===== src/rtl/instr_fetch_if.sv =====
// Instruction-memory fetch bus: request/address out of the IF stage, ack/data back from memory.
interface instr_fetch_if;
    logic        imem_req;
    logic [31:0] imem_addr;
    logic        imem_ack;
    logic [31:0] imem_rdata;

    modport master (
        output imem_req,
        output imem_addr,
        input  imem_ack,
        input  imem_rdata
    );

    modport slave (
        input  imem_req,
        input  imem_addr,
        output imem_ack,
        output imem_rdata
    );
endinterface


===== src/rtl/instr_fetch.sv =====
// IF stage: owns the PC, fetches over a req/ack bus and loads the IF/ID register,
// absorbing stalls, ID-resolved branch redirects and variable memory latency.
module instr_fetch #(
    parameter logic [31:0] RESET_PC  = 32'h0000_0000,
    parameter logic [31:0] NOP_INSTR = 32'h0000_0000
) (
    input  logic                 clk_i,
    input  logic                 rst_i,
    instr_fetch_if.master        imem,
    input  logic                 stall_i,
    input  logic                 branch_taken_i,
    input  logic [31:0]          branch_target_i,
    output logic [31:0]          if_id_instr_o,
    output logic [31:0]          if_id_pc4_o,
    output logic                 if_id_valid_o
);

    typedef enum logic [1:0] {
        FETCH = 2'd0,
        HOLD  = 2'd1,
        DRAIN = 2'd2
    } state_e;

    state_e      state_q, state_d;
    logic [31:0] pc_q, pc_d;
    logic [31:0] hold_q, hold_d;
    logic [31:0] drain_addr_q, drain_addr_d;
    logic [31:0] if_id_instr_q, if_id_instr_d;
    logic [31:0] if_id_pc4_q, if_id_pc4_d;
    logic        if_id_valid_q, if_id_valid_d;

    logic        req;
    logic        ack_hit;
    logic [31:0] pc_plus4;
    logic [31:0] target_aligned;
    logic        unused_target_bits;

    // Redirect targets are forced word-aligned, so their low bits never reach the PC.
    assign target_aligned     = {branch_target_i[31:2], 2'b00};
    assign unused_target_bits = ^branch_target_i[1:0];
    assign pc_plus4           = pc_q + 32'd4;

    assign req     = !rst_i && ((state_q == FETCH) || (state_q == DRAIN));
    assign ack_hit = imem.imem_ack && req;

    assign imem.imem_req  = req;
    assign imem.imem_addr = (state_q == DRAIN) ? drain_addr_q : pc_q;

    assign if_id_instr_o = if_id_instr_q;
    assign if_id_pc4_o   = if_id_pc4_q;
    assign if_id_valid_o = if_id_valid_q;

    always_comb begin
        state_d       = state_q;
        pc_d          = pc_q;
        hold_d        = hold_q;
        drain_addr_d  = drain_addr_q;
        if_id_instr_d = if_id_instr_q;
        if_id_pc4_d   = if_id_pc4_q;
        if_id_valid_d = if_id_valid_q;

        unique case (state_q)
            FETCH: begin
                if (branch_taken_i) begin
                    pc_d          = target_aligned;
                    if_id_instr_d = NOP_INSTR;
                    if_id_valid_d = 1'b0;
                    // The bus cannot be abandoned mid-request, so wait out the stale fetch.
                    if (!ack_hit) begin
                        drain_addr_d = pc_q;
                        state_d      = DRAIN;
                    end
                end else if (ack_hit && !stall_i) begin
                    if_id_instr_d = imem.imem_rdata;
                    if_id_pc4_d   = pc_plus4;
                    if_id_valid_d = 1'b1;
                    pc_d          = pc_plus4;
                end else if (ack_hit && stall_i) begin
                    hold_d  = imem.imem_rdata;
                    pc_d    = pc_plus4;
                    state_d = HOLD;
                end else if (!stall_i) begin
                    if_id_instr_d = NOP_INSTR;
                    if_id_valid_d = 1'b0;
                end
            end

            HOLD: begin
                if (branch_taken_i) begin
                    pc_d          = target_aligned;
                    hold_d        = '0;
                    if_id_instr_d = NOP_INSTR;
                    if_id_valid_d = 1'b0;
                    state_d       = FETCH;
                end else if (!stall_i) begin
                    // pc_q was already advanced when the word was captured.
                    if_id_instr_d = hold_q;
                    if_id_pc4_d   = pc_q;
                    if_id_valid_d = 1'b1;
                    state_d       = FETCH;
                end
            end

            DRAIN: begin
                if (branch_taken_i) begin
                    pc_d          = target_aligned;
                    if_id_instr_d = NOP_INSTR;
                    if_id_valid_d = 1'b0;
                end
                if (ack_hit) begin
                    state_d = FETCH;
                end
            end

            default: begin
                state_d = FETCH;
            end
        endcase
    end

    always_ff @(posedge clk_i) begin
        if (rst_i) begin
            state_q       <= FETCH;
            pc_q          <= RESET_PC;
            hold_q        <= '0;
            drain_addr_q  <= '0;
            if_id_instr_q <= NOP_INSTR;
            if_id_pc4_q   <= '0;
            if_id_valid_q <= 1'b0;
        end else begin
            state_q       <= state_d;
            pc_q          <= pc_d;
            hold_q        <= hold_d;
            drain_addr_q  <= drain_addr_d;
            if_id_instr_q <= if_id_instr_d;
            if_id_pc4_q   <= if_id_pc4_d;
            if_id_valid_q <= if_id_valid_d;
        end
    end

endmodule


===== src/flat_wrapper.sv =====
// flat-port wrapper written by rule: the top's interface ports become plain ports
module instr_fetch_flat 
#(
    parameter logic [31:0] RESET_PC  = 32'h0000_0000,
    parameter logic [31:0] NOP_INSTR = 32'h0000_0000
)
  (clk_i, rst_i, stall_i, branch_taken_i, branch_target_i, if_id_instr_o, if_id_pc4_o, if_id_valid_o, imem_imem_req, imem_imem_addr, imem_imem_ack, imem_imem_rdata);
  instr_fetch_if imem_i ();
  input  logic clk_i;
  input  logic rst_i;
  input  logic stall_i;
  input  logic branch_taken_i;
  input  logic [31:0] branch_target_i;
  output logic [31:0] if_id_instr_o;
  output logic [31:0] if_id_pc4_o;
  output logic if_id_valid_o;
  output wire logic [$bits(imem_i.imem_req)-1:0] imem_imem_req;
  output wire logic [$bits(imem_i.imem_addr)-1:0] imem_imem_addr;
  input wire logic [$bits(imem_i.imem_ack)-1:0] imem_imem_ack;
  input wire logic [$bits(imem_i.imem_rdata)-1:0] imem_imem_rdata;
  assign imem_imem_req = imem_i.imem_req;
  assign imem_imem_addr = imem_i.imem_addr;
  assign imem_i.imem_ack = imem_imem_ack;
  assign imem_i.imem_rdata = imem_imem_rdata;
  instr_fetch #(.RESET_PC(RESET_PC), .NOP_INSTR(NOP_INSTR)) u_core (.clk_i(clk_i), .rst_i(rst_i), .imem(imem_i), .stall_i(stall_i), .branch_taken_i(branch_taken_i), .branch_target_i(branch_target_i), .if_id_instr_o(if_id_instr_o), .if_id_pc4_o(if_id_pc4_o), .if_id_valid_o(if_id_valid_o));
endmodule

===== config.mk =====
export PLATFORM = sky130hd
export DESIGN_NAME = instr_fetch_flat
export DESIGN_NICKNAME = d
export VERILOG_FILES = /design/src/rtl/instr_fetch_if.sv /design/src/rtl/instr_fetch.sv /design/src/flat_wrapper.sv
export SDC_FILE = /design/constraint.sdc
export NUM_CORES = 1
export LEC_CHECK = 0
export CAP_MARGIN = 30
export CORE_ASPECT_RATIO = 0.75
export CORE_UTILIZATION = 55
export CTS_BUF_LIST = sky130_fd_sc_hd__clkbuf_2 sky130_fd_sc_hd__clkbuf_4 sky130_fd_sc_hd__clkbuf_8
export CTS_CLUSTER_DIAMETER = 30
export DETAILED_ROUTE_END_ITERATION = 8
export HOLD_SLACK_MARGIN = 0.06
export PLACE_DENSITY_LB_ADDON = 0.2
export SLEW_MARGIN = 20
export SYNTH_ARGS = -nofsm -noshare
export SYNTH_HDL_FRONTEND = slang
export SYNTH_SLANG_ARGS = --single-unit

===== constraint.sdc =====
create_clock -name clk_i -period 3.9 [get_ports clk_i]
set_input_delay 0.39 -clock clk_i [delete_from_list [all_inputs] [get_ports clk_i]]
set_output_delay 0.39 -clock clk_i [all_outputs]
set_load 0.01 [all_outputs]

==> results.toml, run 1 <==
[place]
gp_congestion = 0.9116
dp_hpwl_um = 13940
dp_cells = 1173
io_buffer_count = 160
place_ws_ns = 1.045
detailed_place.area_um2 = 9180

[clocking]
path_clk_slew_ns = 0.09
cts_buffer_depth = 2
insertion_delay_ns = 0.46
clkSinkCount = 157
cts_tree = "done"
ctsResizeCount = 0
cts_made_buffers = 17
cts-root-buf = "clkbuf_8"
htreeDepth = 4
hold_buffers = 0
cts_setup_buffers = 0

[routing]
route.detailed.drc = 0
drt-pass1-iter-count = 5
num_vias = 7159
wl_um = 20700
drt_iter0_drc = 723
wl_per_cell_um = 17.16
viasPerCell = 5.936
ant_nets = 0

[synthesis]
synth.largest_area_cell = "dfxtp_1"
async_reset_ff_share_pct = 0
syn_inst = 924
yosysWarnings = 0
yosysTopAreaCellShare_pct = 41.23
synth-edff-count = 0
synth_flop_cell = "dfxtp_1"
avgSynthCellArea_um2 = 8.249
synthTopCellsByArea = "dfxtp_1 41%, a211oi_1 7.2%, nor2_1 6.4%"
syn_area_um2 = 7622
yosysUniqueCellTypes = 57
ys_ff_latch = 157
seq_area_frac_synth_pct = 41.23

[timing]
tightest_slew_ns = 0.8897
fin_ws_ns = 1.102
max_freq_mhz = 357.5
rsz0062_at_grt = "false"
tns_ns = 0
relSlewSlack_pct = 40.68
finalCriticalPeriod_ns = 2.798
hold_viol = 0
maxSlewViolCount = 0
finalSetupViolCount = 0
period_share_pct = 71.73
holdWs_ns = 0.4577
finClkSkew_ns = 0.01901

[critical_path]
end_kind = "output pin"
crit_fanout = 32
cp-start-kind = "flip-flop"
crit_arrival_ns = 2.41
cp.required_ns = 3.51
reg2reg_depth = 6
crit_type = "flip-flop to output pin"

[cells_and_area]
nFillCells = 1127
stdcell_count = 1206
fin_area_um2 = 9543
area_delta_synth_final_pct = 25.20
final_nets = 1095
drive_above_1_share_pct = 9.478

[global_routing]
grt_use_total_pct = 29.07
overflow = 0
grt_pass1_vias = 6048
grt_max_degree = 85
grt_pass1_wl_um = 32570
antenna_found_initial = 1

[hold_path]
hold_path.class = "flip-flop to flip-flop"
holdPathStages = 2

[floorplanning]
die_area_um2 = 14340
core_area_um2 = 13240
die_w_um = 137.9
pin_count = 167
rows = 36
initial_utilization_pct = 57.56
die_y_um = 104.0

[power]
p_leak_nw = 3.216
power_density_nw_per_um2 = 383.6
peakVddDrop_mv = 0.2956

[outcome]
status = "finished, final reports clean"

[run]
cap_violations = 0
## layout make-up
type,count,area (µm²),share of cell area [%]
multi-input combinational,661,4058,42.52
sequential,157,3143,32.94
timing repair buffer,177,1739,18.22
clock buffer,19,255.2,2.675
tap,171,214.0,2.242
clock inverter,13,105.1,1.101
inverter,7,26.28,0.2753
antenna,1,2.502,0.02622
## cells in the mapped netlist, types with 6 or more instances
master,n
a211oi_1,73
a21oi_1,80
a22oi_1,33
a311oi_1,10
and3_1,12
buf_1,6
buf_2,23
buf_4,7
clkbuf_1,66
dfxtp_1,157
inv_1,7
mux2_2,30
nand2_1,91
nand3_1,19
nand4_1,14
nor2_1,130
nor3_1,10
nor3b_1,35
nor4_1,6
o21ai_0,19
o22ai_1,7
xnor2_1,15
xor2_1,13
## path summary, 6_finish.rpt
path	slack, ns	startpoint	to
setup reg to reg	1.23	u_core.pc_q[2]	u_core.if_id_pc4_o[22]
hold reg to reg	0.46	u_core.drain_addr_q[16]	u_core.drain_addr_q[16]
setup / recovery	1.10	u_core.state_q[0]	imem_imem_addr[26]
hold / removal	0.46	u_core.drain_addr_q[16]	u_core.drain_addr_q[16]
## power breakdown
group / switching, W / internal [W] / leakage, nW
Sequential: 0.000119 / 0.00169 / 1.28
Combinational: 0.000360 / 0.000355 / 1.76
Clock: 0.000658 / 0.000475 / 0.174
## metal layers
metal	routed length, µm	vias to the layer above	track usage (%)
li1	-	3500	-
met5	0	-	0
met3	2317	19	8.528
met4	205	0	7.531
met2	8329	303	38.46
met1	9843	3337	44.83
## worst max-delay path, cell delays in order (launching register included)
cell             delay [ns]
dfxtp_1                0.35
inv_1                  0.10
ha_1                   0.23
buf_4                  0.39
mux2_2                 0.38
clkdlybuf4s50_1        0.49
## sequential cells by signal, indices dropped and copies added (netlist names)
register	count
u_core.if_id_valid_o	1
u_core.if_id_instr_o	32
u_core.drain_addr_q	30
u_core.hold_q	32
u_core.state_q	2
u_core.if_id_pc4_o	30
u_core.pc_q	30
## cell families after synthesis
logic type / after synthesis / synth area share, %
simple gates: 347 / 22.50
compound gates: 245 / 21.39
flops: 157 / 41.23
buf+inv: 109 / 6.090
mux: 32 / 4.695
xor+xnor: 28 / 3.217
fa+ha+maj: 5 / 0.8207
other cells: 1 / 0.04920
## stage by stage
stage          utilization, %  total power, W
6_report                72.06        0.003661
5_1_grt                 72.04        0.003816
4_1_cts                 72.04        0.003662
3_5_place_dp            69.32        0.002547
3_3_place_gp            69.32        0.002537
2_1_floorplan               -        0.002229
## placed cells by master (no fill, tap or decap), types with 30 or more instances in the layout
cell type and n:
clkdlybuf4s50_1 159, a211oi_1 72, dfxtp_1 157, nor3b_1 35
nor2_1 129, mux2_2 30, nand2_1 91, a21oi_1 80
a22oi_1 33
Power figures use the tool's default switching activity.
==> inputs of run 2 (changes only) <==
CORE_UTILIZATION = 48   (was 55)
clock period = 2.35 ns   (was 3.9 ns; I/O delays follow)
==> results.toml, run 2 (synthesis gave the netlist of run 1 again) <==
[cells_and_area]
final_cell_mix = "156 x dfxtp_1, 128 x nor2_1, 128 x clkdlybuf4s50_1, 91 x nand2_1, 80 x a21oi_1"
n_antenna_cell = 0
final_nets = 1146
stdcell_count = 1290
area_delta_synth_final_pct = 32.04
drive_above_1_share_pct = 13.92
nFillCells = 1344
layout_commonest_cell = "dfxtp_1"

[global_routing]
grt_use_total_pct = 27.37
grt_pass1_wl_um = 34990
grt_max_degree = 66
grt_pass1_vias = 6497
overflow = 0
antenna_found_initial = 0

[run]
cap_violations = 0

[hold_path]
hold_path.class = "input port to flip-flop"

[timing]
max_freq_mhz = 448.8
tns_ns = 0
maxSlewViolCount = 0
finalSetupViolCount = 0
holdWs_ns = 0.3670
hold_viol = 0
relSlewSlack_pct = 55.75
tightest_slew_ns = 0.6638
period_share_pct = 94.82
finClkSkew_ns = 0.01376
finalCriticalPeriod_ns = 2.228
rsz0062_at_grt = "false"

[critical_path]
crit_arrival_ns = 1.99
end_kind = "output pin"
crit_fanout = 32
cp.required_ns = 2.12
cp-start-kind = "flip-flop"
crit_type = "flip-flop to output pin"

[power]
p_leak_nw = 3.692
peakVddDrop_mv = 0.4712
power_density_nw_per_um2 = 626.3
design_power_total_w = 0.006303

[place]
dp_hpwl_um = 15570
io_buffer_count = 160
dp_cells = 1257
gp_congestion = 0.9450

[floorplanning]
initial_utilization_pct = 49.59
pin_count = 167
die_w_um = 147.5
die_y_um = 111.1
die_area_um2 = 16390
core_area_um2 = 15370
rows = 39

[clocking]
insertion_delay_ns = 0.47
cts_tree = "done"
cts-root-buf = "clkbuf_8"
clkSinkCount = 157
htreeDepth = 4
cts_made_buffers = 17
cts_buffer_depth = 2
path_clk_slew_ns = 0.08

[routing]
wl_um = 22050
drt_iter0_drc = 707
num_vias = 7352
ant_nets = 0
route.detailed.drc = 0
wl_per_cell_um = 17.09
viasPerCell = 5.699
drt-pass1-iter-count = 5

[outcome]
status = "finished, final reports clean"
## run 2: power by group
| group | leakage [nW] | internal [W] | switching [W] |
|---|---|---|---|
| registers | 1.28 | 0.00281 | 0.000143 |
| logic | 2.21 | 0.000635 | 0.000683 |
| clock network | 0.204 | 0.000988 | 0.00104 |
| total | 3.69 | 0.00443 | 0.00187 |
## run 2: per-stage QoR
step | setup slack [ns] | instance area [µm²] | util (%)
2_1_floorplan | 0.1252 | 7634 | -
3_3_place_gp | 0.1427 | 9673 | 62.93
3_5_place_dp | 0.08966 | 9673 | 62.93
4_1_cts | 0.01147 | 10050 | 65.40
5_1_grt | 0.03581 | 10060 | 65.48
6_report | 0.1218 | 10060 | 65.48
## run 2: worst paths after layout
kind | start | depth (start not counted) | endpoint | slack (ns)
hold / removal | branch_target_i[3] | 3 | u_core.pc_q[3] | 0.37
setup reg to reg | u_core.state_q[1] | 7 | u_core.pc_q[19] | 0.25
hold reg to reg | u_core.drain_addr_q[8] | 2 | u_core.drain_addr_q[8] | 0.46
setup / recovery | u_core.state_q[0] | 5 | imem_imem_addr[30] | 0.12
## run 2: final cells by class
| class | count | area [µm²] | area share (%) |
|---|---|---|---|
| multi-input combinational | 661 | 4063 | 40.37 |
| sequential | 157 | 3144 | 31.24 |
| timing repair buffer | 228 | 2180 | 21.66 |
| tap | 205 | 256.5 | 2.548 |
| clock buffer | 19 | 255.2 | 2.536 |
| clock inverter | 13 | 140.1 | 1.392 |
| inverter | 7 | 26.28 | 0.2611 |
## run 2: per-layer routing
metal	wire, µm	part of all wire (%)	GRT usage, %	vias up
li1	-	-	-	3591
met1	10790	49	42.16	3416
met2	8686	39	36.98	325
met3	2318	11	6.584	20
met4	252	1.1	7.629	0
met5	0	0	0	-
## run 2: timing repair
| action | 4_1_cts | 5_1_grt |
|---|---|---|
| buffers inserted | 0 | 0 |
| setup endpoints to repair | 31 | 5 |
| hold endpoints to repair | 1 | 0 |
| hold buffers | 1 | 0 |
| resized for setup | 31 | 5 |
## run 2: critical path, stage by stage (launching register included)
cell	delay, ns
dfxtp_2	0.35
inv_1	0.09
ha_2	0.21
buf_12	0.20
mux2_2	0.37
dlygate4sd2_1	0.29
